`config.mk`:
```
export PLATFORM = sky130hd
export DESIGN_NAME = mux_scan_capture
export DESIGN_NICKNAME = d
export VERILOG_FILES = /design/src/rtl/mux_scan_pkg.sv /design/src/rtl/scan_settle_timer.sv /design/src/rtl/mux_scan_capture.sv
export SDC_FILE = /design/constraint.sdc
export NUM_CORES = 1
export LEC_CHECK = 0
export ABC_AREA = 1
export BUFFER_PORTS_ARGS = -buffer_cell sky130_fd_sc_hd__buf_2
export CORE_MARGIN = 2
export CORE_UTILIZATION = 52
export CTS_BUF_LIST = sky130_fd_sc_hd__clkbuf_8
export DETAILED_ROUTE_END_ITERATION = 10
export PLACE_DENSITY = 0.78
export SYNTH_ARGS = -nofsm -noshare
export SYNTH_HDL_FRONTEND = slang
export SYNTH_SLANG_ARGS = --single-unit
```
`constraint.sdc`:
```
create_clock -name clk -period 1.3 [get_ports clk]
set_input_delay 0.195 -clock clk [delete_from_list [all_inputs] [get_ports clk]]
set_output_delay 0.195 -clock clk [all_outputs]
set_load 0.005 [all_outputs]
```
`src/rtl/mux_scan_pkg.sv`:
```
// Shared types and default constants for the mux scan/capture self-check.
package mux_scan_pkg;

    localparam int unsigned NCH_DEF    = 4;
    localparam int unsigned SEL_W_DEF  = 2;
    localparam int unsigned SETTLE_DEF = 2;
    localparam int unsigned ERR_W_DEF  = 8;

    typedef enum logic [1:0] {
        ST_IDLE   = 2'd0,
        ST_SETTLE = 2'd1,
        ST_DONE   = 2'd2
    } state_e;

    // Width of a down-counter that must hold settle-1 (never narrower than 1 bit).
    function automatic int unsigned cnt_width(input int unsigned settle);
        return (settle > 1) ? $clog2(settle) : 1;
    endfunction

endpackage

```
`src/rtl/scan_settle_timer.sv`:
```
// Settle-window down-counter: loads SETTLE-1, counts down to zero and holds there.
module scan_settle_timer
    import mux_scan_pkg::*;
#(
    parameter int unsigned SETTLE = SETTLE_DEF
) (
    input  logic clk,
    input  logic rst,
    input  logic load_i,
    input  logic dec_i,
    output logic zero_o
);

    localparam int unsigned CNT_W = cnt_width(SETTLE);
    localparam logic [CNT_W-1:0] LOAD_VAL = CNT_W'(SETTLE - 1);

    logic [CNT_W-1:0] cnt_q;
    logic [CNT_W-1:0] cnt_d;

    // Next count: load wins over decrement; zero is sticky until reloaded.
    always_comb begin
        cnt_d = cnt_q;
        if (load_i) begin
            cnt_d = LOAD_VAL;
        end else if (dec_i && (cnt_q != '0)) begin
            cnt_d = cnt_q - CNT_W'(1);
        end
    end

    // Count register.
    always_ff @(posedge clk or posedge rst) begin
        if (rst) begin
            cnt_q <= '0;
        end else begin
            cnt_q <= cnt_d;
        end
    end

    assign zero_o = (cnt_q == '0);

endmodule

```
`src/rtl/mux_scan_capture.sv`:
```
// Walks every mux select, samples y after a settle window, rebuilds the input
// word, compares it with the latched expectation and reports via valid/ready.
module mux_scan_capture
    import mux_scan_pkg::*;
#(
    parameter int unsigned NCH    = NCH_DEF,
    parameter int unsigned SEL_W  = SEL_W_DEF,
    parameter int unsigned SETTLE = SETTLE_DEF,
    parameter int unsigned ERR_W  = ERR_W_DEF
) (
    input  logic             clk,
    input  logic             rst,
    input  logic             start,
    input  logic [NCH-1:0]   exp,
    output logic [SEL_W-1:0] sel,
    input  logic             y,
    output logic [NCH-1:0]   word,
    output logic             valid,
    input  logic             ready,
    output logic             busy,
    output logic             mismatch,
    output logic [ERR_W-1:0] err_cnt
);

    localparam logic [SEL_W-1:0] LAST_SEL = SEL_W'(NCH - 1);

    state_e           state_q;
    logic [SEL_W-1:0] sel_q;
    logic [NCH-1:0]   acc_q;
    logic [NCH-1:0]   exp_q;
    logic [NCH-1:0]   word_q;
    logic             valid_q;
    logic             busy_q;
    logic             mismatch_q;
    logic [ERR_W-1:0] err_q;

    logic             tmr_zero;
    logic             tmr_load;
    logic             tmr_dec;
    logic             last_sel;
    logic [NCH-1:0]   acc_smp;
    logic             smp_mismatch;

    assign last_sel = (sel_q == LAST_SEL);

    // Timer reloads on launch and on every channel advance; counts down only while settling.
    assign tmr_load = ((state_q == ST_IDLE) && start) ||
                      ((state_q == ST_SETTLE) && tmr_zero && !last_sel);
    assign tmr_dec  = (state_q == ST_SETTLE) && !tmr_zero;

    scan_settle_timer #(
        .SETTLE (SETTLE)
    ) u_timer (
        .clk    (clk),
        .rst    (rst),
        .load_i (tmr_load),
        .dec_i  (tmr_dec),
        .zero_o (tmr_zero)
    );

    // Accumulator as it would look with the current y folded in at bit sel.
    always_comb begin
        acc_smp        = acc_q;
        acc_smp[sel_q] = y;
        smp_mismatch   = (acc_smp != exp_q);
    end

    // Scan sequencer with registered outputs.
    always_ff @(posedge clk or posedge rst) begin
        if (rst) begin
            state_q    <= ST_IDLE;
            sel_q      <= '0;
            acc_q      <= '0;
            exp_q      <= '0;
            word_q     <= '0;
            valid_q    <= 1'b0;
            busy_q     <= 1'b0;
            mismatch_q <= 1'b0;
            err_q      <= '0;
        end else begin
            case (state_q)
                ST_IDLE: begin
                    if (start) begin
                        exp_q   <= exp;
                        sel_q   <= '0;
                        acc_q   <= '0;
                        busy_q  <= 1'b1;
                        state_q <= ST_SETTLE;
                    end
                end
                ST_SETTLE: begin
                    if (tmr_zero) begin
                        acc_q <= acc_smp;
                        if (!last_sel) begin
                            sel_q <= sel_q + SEL_W'(1);
                        end else begin
                            word_q     <= acc_smp;
                            mismatch_q <= smp_mismatch;
                            if (smp_mismatch && (err_q != '1)) begin
                                err_q <= err_q + ERR_W'(1);
                            end
                            valid_q <= 1'b1;
                            state_q <= ST_DONE;
                        end
                    end
                end
                ST_DONE: begin
                    if (ready) begin
                        valid_q    <= 1'b0;
                        mismatch_q <= 1'b0;
                        sel_q      <= '0;
                        busy_q     <= 1'b0;
                        state_q    <= ST_IDLE;
                    end
                end
                default: begin
                    state_q <= ST_IDLE;
                end
            endcase
        end
    end

    assign sel      = sel_q;
    assign word     = word_q;
    assign valid    = valid_q;
    assign busy     = busy_q;
    assign mismatch = mismatch_q;
    assign err_cnt  = err_q;

endmodule

```
==> run metrics, run 1 <==
Mapped Cells=182; clk root buf=clkbuf_8; CP Cell Sequence=ha_4 > inv_1 > nand2_2 > nand3_1 > nand2_2 > nor2_4 > nand2_4 > nand2_8 > nand2_1 > nand2_1; syn nets=196; fin nets=267; total grt overflow=0; CTS Buf Count=3; Worst Setup End Kind=flop; leakage=0.00114 uW; Int Pwr=2500 uW; power per cell area=2000 nW/um^2; vias in the first global route=1410; CP Depth=10; Simple-Gate Fraction of Synth Area=0.328; GP Congestion=0.812; crit path max fanout=8; Placed Instances=266; register bit total from synthesis=28; worst min-delay path class=input pin to flop; fraction of the mapped netlist area in compound gates=0.0664; Ys Warns=0; synthesized area=1470 um^2; top post-synthesis cells by area=dfrtp_1, nand2_1, nand3_1; Post-DP HPWL=2470 um; diode count=0; Routed Antenna Nets=0; Worst R2R Setup Slack=-330 ps; worst rel slew slack=0.748; Hold Vio Cnt, Final=0; Switching Share=0.423; Arr. time, crit path=1850 ps; vias per cell=5.52; Finished Layout Cells=282; die height=57.2 um; fin. max-slew vios=0; setup ws final=-335 ps; Worst Setup Start Kind=flop; Fill cells=172; most common cell after layout, fill and taps aside=nand2_1; R2R depth=10; RSZ-0062 raised after global routing=true; Final Skew=3.65 ps; Post-Synth XOR/XNOR Area=0.0298; DP Worst Slack=-278 ps; kind of critical path=flop to flop; end point of the critical path=err_cnt[0]; Initial Util=0.542; Comb pwr share=0.559; CP max stage delay=490 ps; mux share of post-synthesis cell area=0; Max Fclk=0.612 GHz; VDD IR-drop max=1440 uV; layout cells sized above 1=0.466; most frequent cells in the layout=nand2_1, buf_4, buf_2; pin count of the biggest net entering global routing=29; clk slew on worst S/H paths=100 ps; DP Area=1860 um^2; fin area=2160 um^2; Final setup violation count=15; worst path buffer plus inverter count=1; antenna violations before repair=0; Die ar.=3270 um^2; slowest CP cell=dfrtp_2; GRT Resource Usage Total=0.242; Seq pwr share=0.329; DR WL/cell=15.8 um; H-tree level count=1; initial DRC count=90; clock share of power=0.111; sequential area share after synthesis=0.477; Chip Width=57.2 um; CP top delay family=simple AND/OR/NAND/NOR gates; synthesis-to-finish area growth=47.1%; asr flop ratio synth=1.00; reg2reg end=err_cnt[0]; status=finished with violations; Syn Area/Cell=8.08 um^2; Critical Path Start=sel[1]; WL final=4450 um; Main synth FF type=dfrtp_1; Data required, critical path=1520 ps; Min Clock Period, post-route=1630 ps; number of cell rows=19; post-synth top area share=0.477; Bufs on Longest Clock Path=2; Worst Tran Pin Value=377 ps; first-pass GRT wire length=6150 um; core area=2710 um^2; drc violations=0; largest family of logic cells by synthesized area=simple AND/OR/NAND/NOR gates; worst skew pair latency=280 ps; EDFF count, synth=0; cell taking the most area after synthesis=dfrtp_1; top-level I/O count=26; vias=1556; RR Startpoint=sel[1]; max cap viols=0; adder-cell area share of the yosys netlist=0.0426; TritonCTS clock tree=built; First-pass DRT Iterations=5; TritonCTS Sinks=28; Period Utilization, post-route=1.26; Switching Power=1830 uW; I/O Buffers=25; failing checks=setup timing; Synth cell types=22
## Yosys cell counts, drive strengths merged, types with 2 or more instances
cell and n:
a31oi 4, a21oi 5, xor2 3, nand4 2, inv 20, o21ai 5, dfrtp 28, nor2 14
nand2 64, nand3 26, xnor2 2, ha 5
## worst min-delay path, stage by stage
cell and delay [ps]:
buf_2 70, nor2_1 30, a21oi_1 90
## logic make-up (layout without fill, tap and decap cells)
logic type | after synthesis | after routing
XOR/XNOR | 5 | 5
AO/OA/AOI/OAI | 15 | 15
buffers and inverters | 22 | 90
flip-flops | 28 | 28
adder cells (fa/ha/maj) | 5 | 5
AND/OR/NAND/NOR | 107 | 108
## worst min path at each step
| stage | start | end | depth (start not counted) |
|---|---|---|---|
| 2_1_floorplan | rst | acc_q[0] | 1 |
| 3_3_place_gp | rst | valid | 3 |
| 3_5_place_dp | rst | valid | 3 |
| 4_1_cts | exp[3] | exp_q[3] | 3 |
| 5_1_grt | exp[3] | exp_q[3] | 3 |
| 6_report | exp[3] | exp_q[3] | 3 |
## layout make-up
type,instances,area [um^2],area share
Multi-Input combinational cell,133,842,0.389
Sequential cell,28,706,0.326
Timing Repair Buffer,66,447,0.206
Inverter,21,88.8,0.0411
Clock buffer,3,41.3,0.0191
Tap cell,31,38.8,0.0179
## power by group through the flow
stage               Clock (uW)  Combinational [uW]  Sequential [uW]
CTS                        480                2030             1380
floorplan                    0                 981             1350
finish                     481                2420             1430
global route               514                2630             1450
detailed placement           0                1740             1360
global placement             0                1680             1340
## sequential cells by signal, summed over array words and instances, names as in the netlist
| signal | cells |
|---|---|
| err_cnt | 8 |
| acc_q | 4 |
| word | 4 |
| mismatch | 1 |
| u_timer.cnt_q | 1 |
| state_q | 2 |
| busy | 1 |
| sel | 2 |
| exp_q | 4 |
| valid | 1 |
## per-layer routing
metal	vias up	share of wire	global-route usage
met5	-	0	0
met4	0	0.035	0.0831
met3	16	0.064	0.0408
met2	79	0.51	0.402
met1	739	0.39	0.324
li1	722	-	-
## timing repair
action,CTS,global route
gates cloned,1,0
endpoints found under the hold margin,28,0
resized for setup,28,29
setup endpoints to repair,16,24
buffers inserted,5,6
hold buffers,1,0
pin swaps,10,12
## through the flow
stage           util  hold slack, ps  setup TNS [ps]  total power, uW
5_1_grt        0.798             176           -4600             4600
3_5_place_dp   0.685             282           -2460             3100
4_1_cts        0.753             161           -2090             3890
3_3_place_gp   0.685             276           -2280             3020
2_1_floorplan      -             260            -989             2330
6_report       0.798             155           -3390             4330
(Power assumes the default switching activity.)
==> inputs of run 2 (changes only) <==
--- a/config.mk
+++ b/config.mk
@@ -6,12 +6,12 @@
 export NUM_CORES = 1
 export LEC_CHECK = 0
 export ABC_AREA = 1
-export BUFFER_PORTS_ARGS = -buffer_cell sky130_fd_sc_hd__buf_2
+export BUFFER_PORTS_ARGS = -buffer_cell sky130_fd_sc_hd__buf_4
 export CORE_MARGIN = 2
 export CORE_UTILIZATION = 52
 export CTS_BUF_LIST = sky130_fd_sc_hd__clkbuf_8
 export DETAILED_ROUTE_END_ITERATION = 10
-export PLACE_DENSITY = 0.78
+export PLACE_DENSITY_LB_ADDON = 0.25
 export SYNTH_ARGS = -nofsm -noshare
 export SYNTH_HDL_FRONTEND = slang
 export SYNTH_SLANG_ARGS = --single-unit
==> run 2 against run 1 <==
  * The flow still finishes with violations (setup timing)
  * Flip-flop and latch count unchanged
  * Wire length down 13%
  * Worst setup slack better by 41 ps
  * Final cell count unchanged
  * Die area unchanged
  * Utilization up 2.6 points
  * Sequential power about the same
  * Register-to-register slack better by 40 ps
  * Critical path type unchanged
  * Largest power group unchanged
  * Highest routed layer unchanged
==> run metrics, run 2 (synthesized netlist as in run 1, its figures left out) <==
fin. max-slew vios=0 (unchanged); Hold Crit Depth=3 (unchanged); H-tree level count=1 (unchanged); most frequent cells in the layout=buf_4, nand2_1, dfrtp_1; GRT Resource Usage Total=0.248 (+0.00528); power per cell area=1950 nW/um^2 (-2.6%); crit path max fanout=5 (-3); top-level I/O count=26 (unchanged); Period Utilization, post-route=1.23 (-0.0315); WL final=3850 um (-13%); most common cell after layout, fill and taps aside=buf_4; setup ws final=-294 ps (+40.9 ps); worst skew pair latency=270 ps (about the same); Initial Util=0.542 (unchanged); leakage=0.00117 uW (+2.4%); worst min-delay path class=input pin to flop; drc violations=0 (unchanged); Post-DP HPWL=2580 um (+4.5%); hold path start=exp[1]; vias=1516 (-2.6%); TritonCTS clock tree=built; pin count of the biggest net entering global routing=29 (unchanged); synthesis-to-finish area growth=51.9%; core area=2710 um^2 (unchanged); First-pass DRT Iterations=4 (-1); first-pass GRT wire length=6300 um (+2.5%); max cap viols=0 (unchanged); R2R depth=11 (+1); Final setup violation count=11 (-4); Routed Antenna Nets=0 (unchanged); Final Core Density=0.824 (+0.0259); fin nets=266 (-0.37%); Hold Vio Cnt, Final=0 (unchanged); setup TNS=-2740 ps (+654 ps); total power=4360 uW (+0.55%); Critical Path Start=sel[0]; diode count=0 (unchanged); initial DRC count=52 (-42%); Worst Setup End Kind=flop; status=finished with violations; DP Area=1920 um^2 (+3.4%); VDD IR-drop max=1530 uV (+6.2%); Min Clock Period, post-route=1590 ps (-40.9 ps); Die ar.=3270 um^2 (unchanged); failing checks=setup timing; GP Congestion=0.829 (+2.0%); Chip Width=57.2 um (unchanged); TritonCTS Sinks=28 (unchanged); number of cell rows=19 (unchanged); RSZ-0062 raised after global routing=true; die height=57.2 um (unchanged); reg2reg end=err_cnt[3]; total grt overflow=0 (unchanged); RR Startpoint=sel[0]; Worst R2R Setup Slack=-290 ps (+40 ps); DR WL/cell=13.7 um (-13%); Bufs on Longest Clock Path=2 (unchanged); clk root buf=clkbuf_8; Worst Tran Pin Value=356 ps (-21.7 ps); vias in the first global route=1460 (+3.5%); hold worst-path end=exp_q[1]; worst rel slew slack=0.763 (+0.0145); antenna violations before repair=0 (unchanged); layout cells sized above 1=0.458 (-0.00797); CTS Buf Count=3 (unchanged); clk slew on worst S/H paths=100 ps (about the same); Worst Setup Start Kind=flop; Fin Hold WS=166 ps (+11.4 ps); vias per cell=5.38 (-2.6%); kind of critical path=flop to flop; Arr. time, crit path=1760 ps (-90 ps); Data required, critical path=1470 ps (-50 ps); I/O Buffers=25 (unchanged); Final Skew=4.08 ps (+0.431 ps); Max Fclk=0.627 GHz (+2.6%); max FFs per register=8 (unchanged); fin area=2230 um^2 (+3.2%)
[run 2: power by group]
part / switching [uW] / internal [uW] / total [uW] / leakage, uW
Combinational: 1240 / 1170 / 2410 / 0.000804
Sequential: 246 / 1160 / 1410 / 0.000338
Clock: 270 / 271 / 541 / 0.0000288
Total: 1760 / 2600 / 4360 / 0.00117
[run 2: layout make-up]
class,instances,area [um^2]
repair buffers,65,499
multi-input cells,133,850
fillers,163,477
inverters,21,86.3
flip-flops and latches,28,704
clock buffers,4,55.1
well taps,31,38.8
[run 2: what timing repair did]
action / 4_1_cts / 5_1_grt
setup buffers: 5 / 4
endpoints found under the hold margin: 28 / 0
resized for setup: 28 / 29
pin swaps: 8 / 11
gates cloned: 1 / 1
setup endpoints to repair: 16 / 23
hold buffers: 1 / 0
[run 2: worst max-delay path by stage]
stage	endpoint	slack, ps	cells past startpoint
after CTS	err_cnt[1]	-220	12
after global routing	err_cnt[6]	-390	11
after global placement	err_cnt[5]	-250	12
after detailed placement	err_cnt[0]	-330	12
final	err_cnt[3]	-290	11
after floorplan	err_cnt[6]	-110	12
[run 2: worst max-delay path, cell delays in order (launching register included)]
cell,delay (ps)
dfrtp_2,500
inv_4,110
ha_4,150
inv_2,40
nand2_4,60
nand2_4,50
nand2_2,50
nand2_2,80
nor2_4,160
nand2_2,110
nand3_1,100
nand2_1,60
[run 2: metrics by stage]
step,instances,worst slack [ps]
after global routing,282,-391
after CTS,277,-219
after floorplan,182,-115
final,282,-294
after detailed placement,266,-329
after global placement,266,-252
[run 2: layer usage]
layer / vias up / track usage / wire length (um)
li1: 728 / - / -
met1: 727 / 0.300 / 1560
met2: 48 / 0.420 / 2000
met3: 13 / 0.0385 / 181
met4: 0 / 0.140 / 107
met5: - / 0 / 0
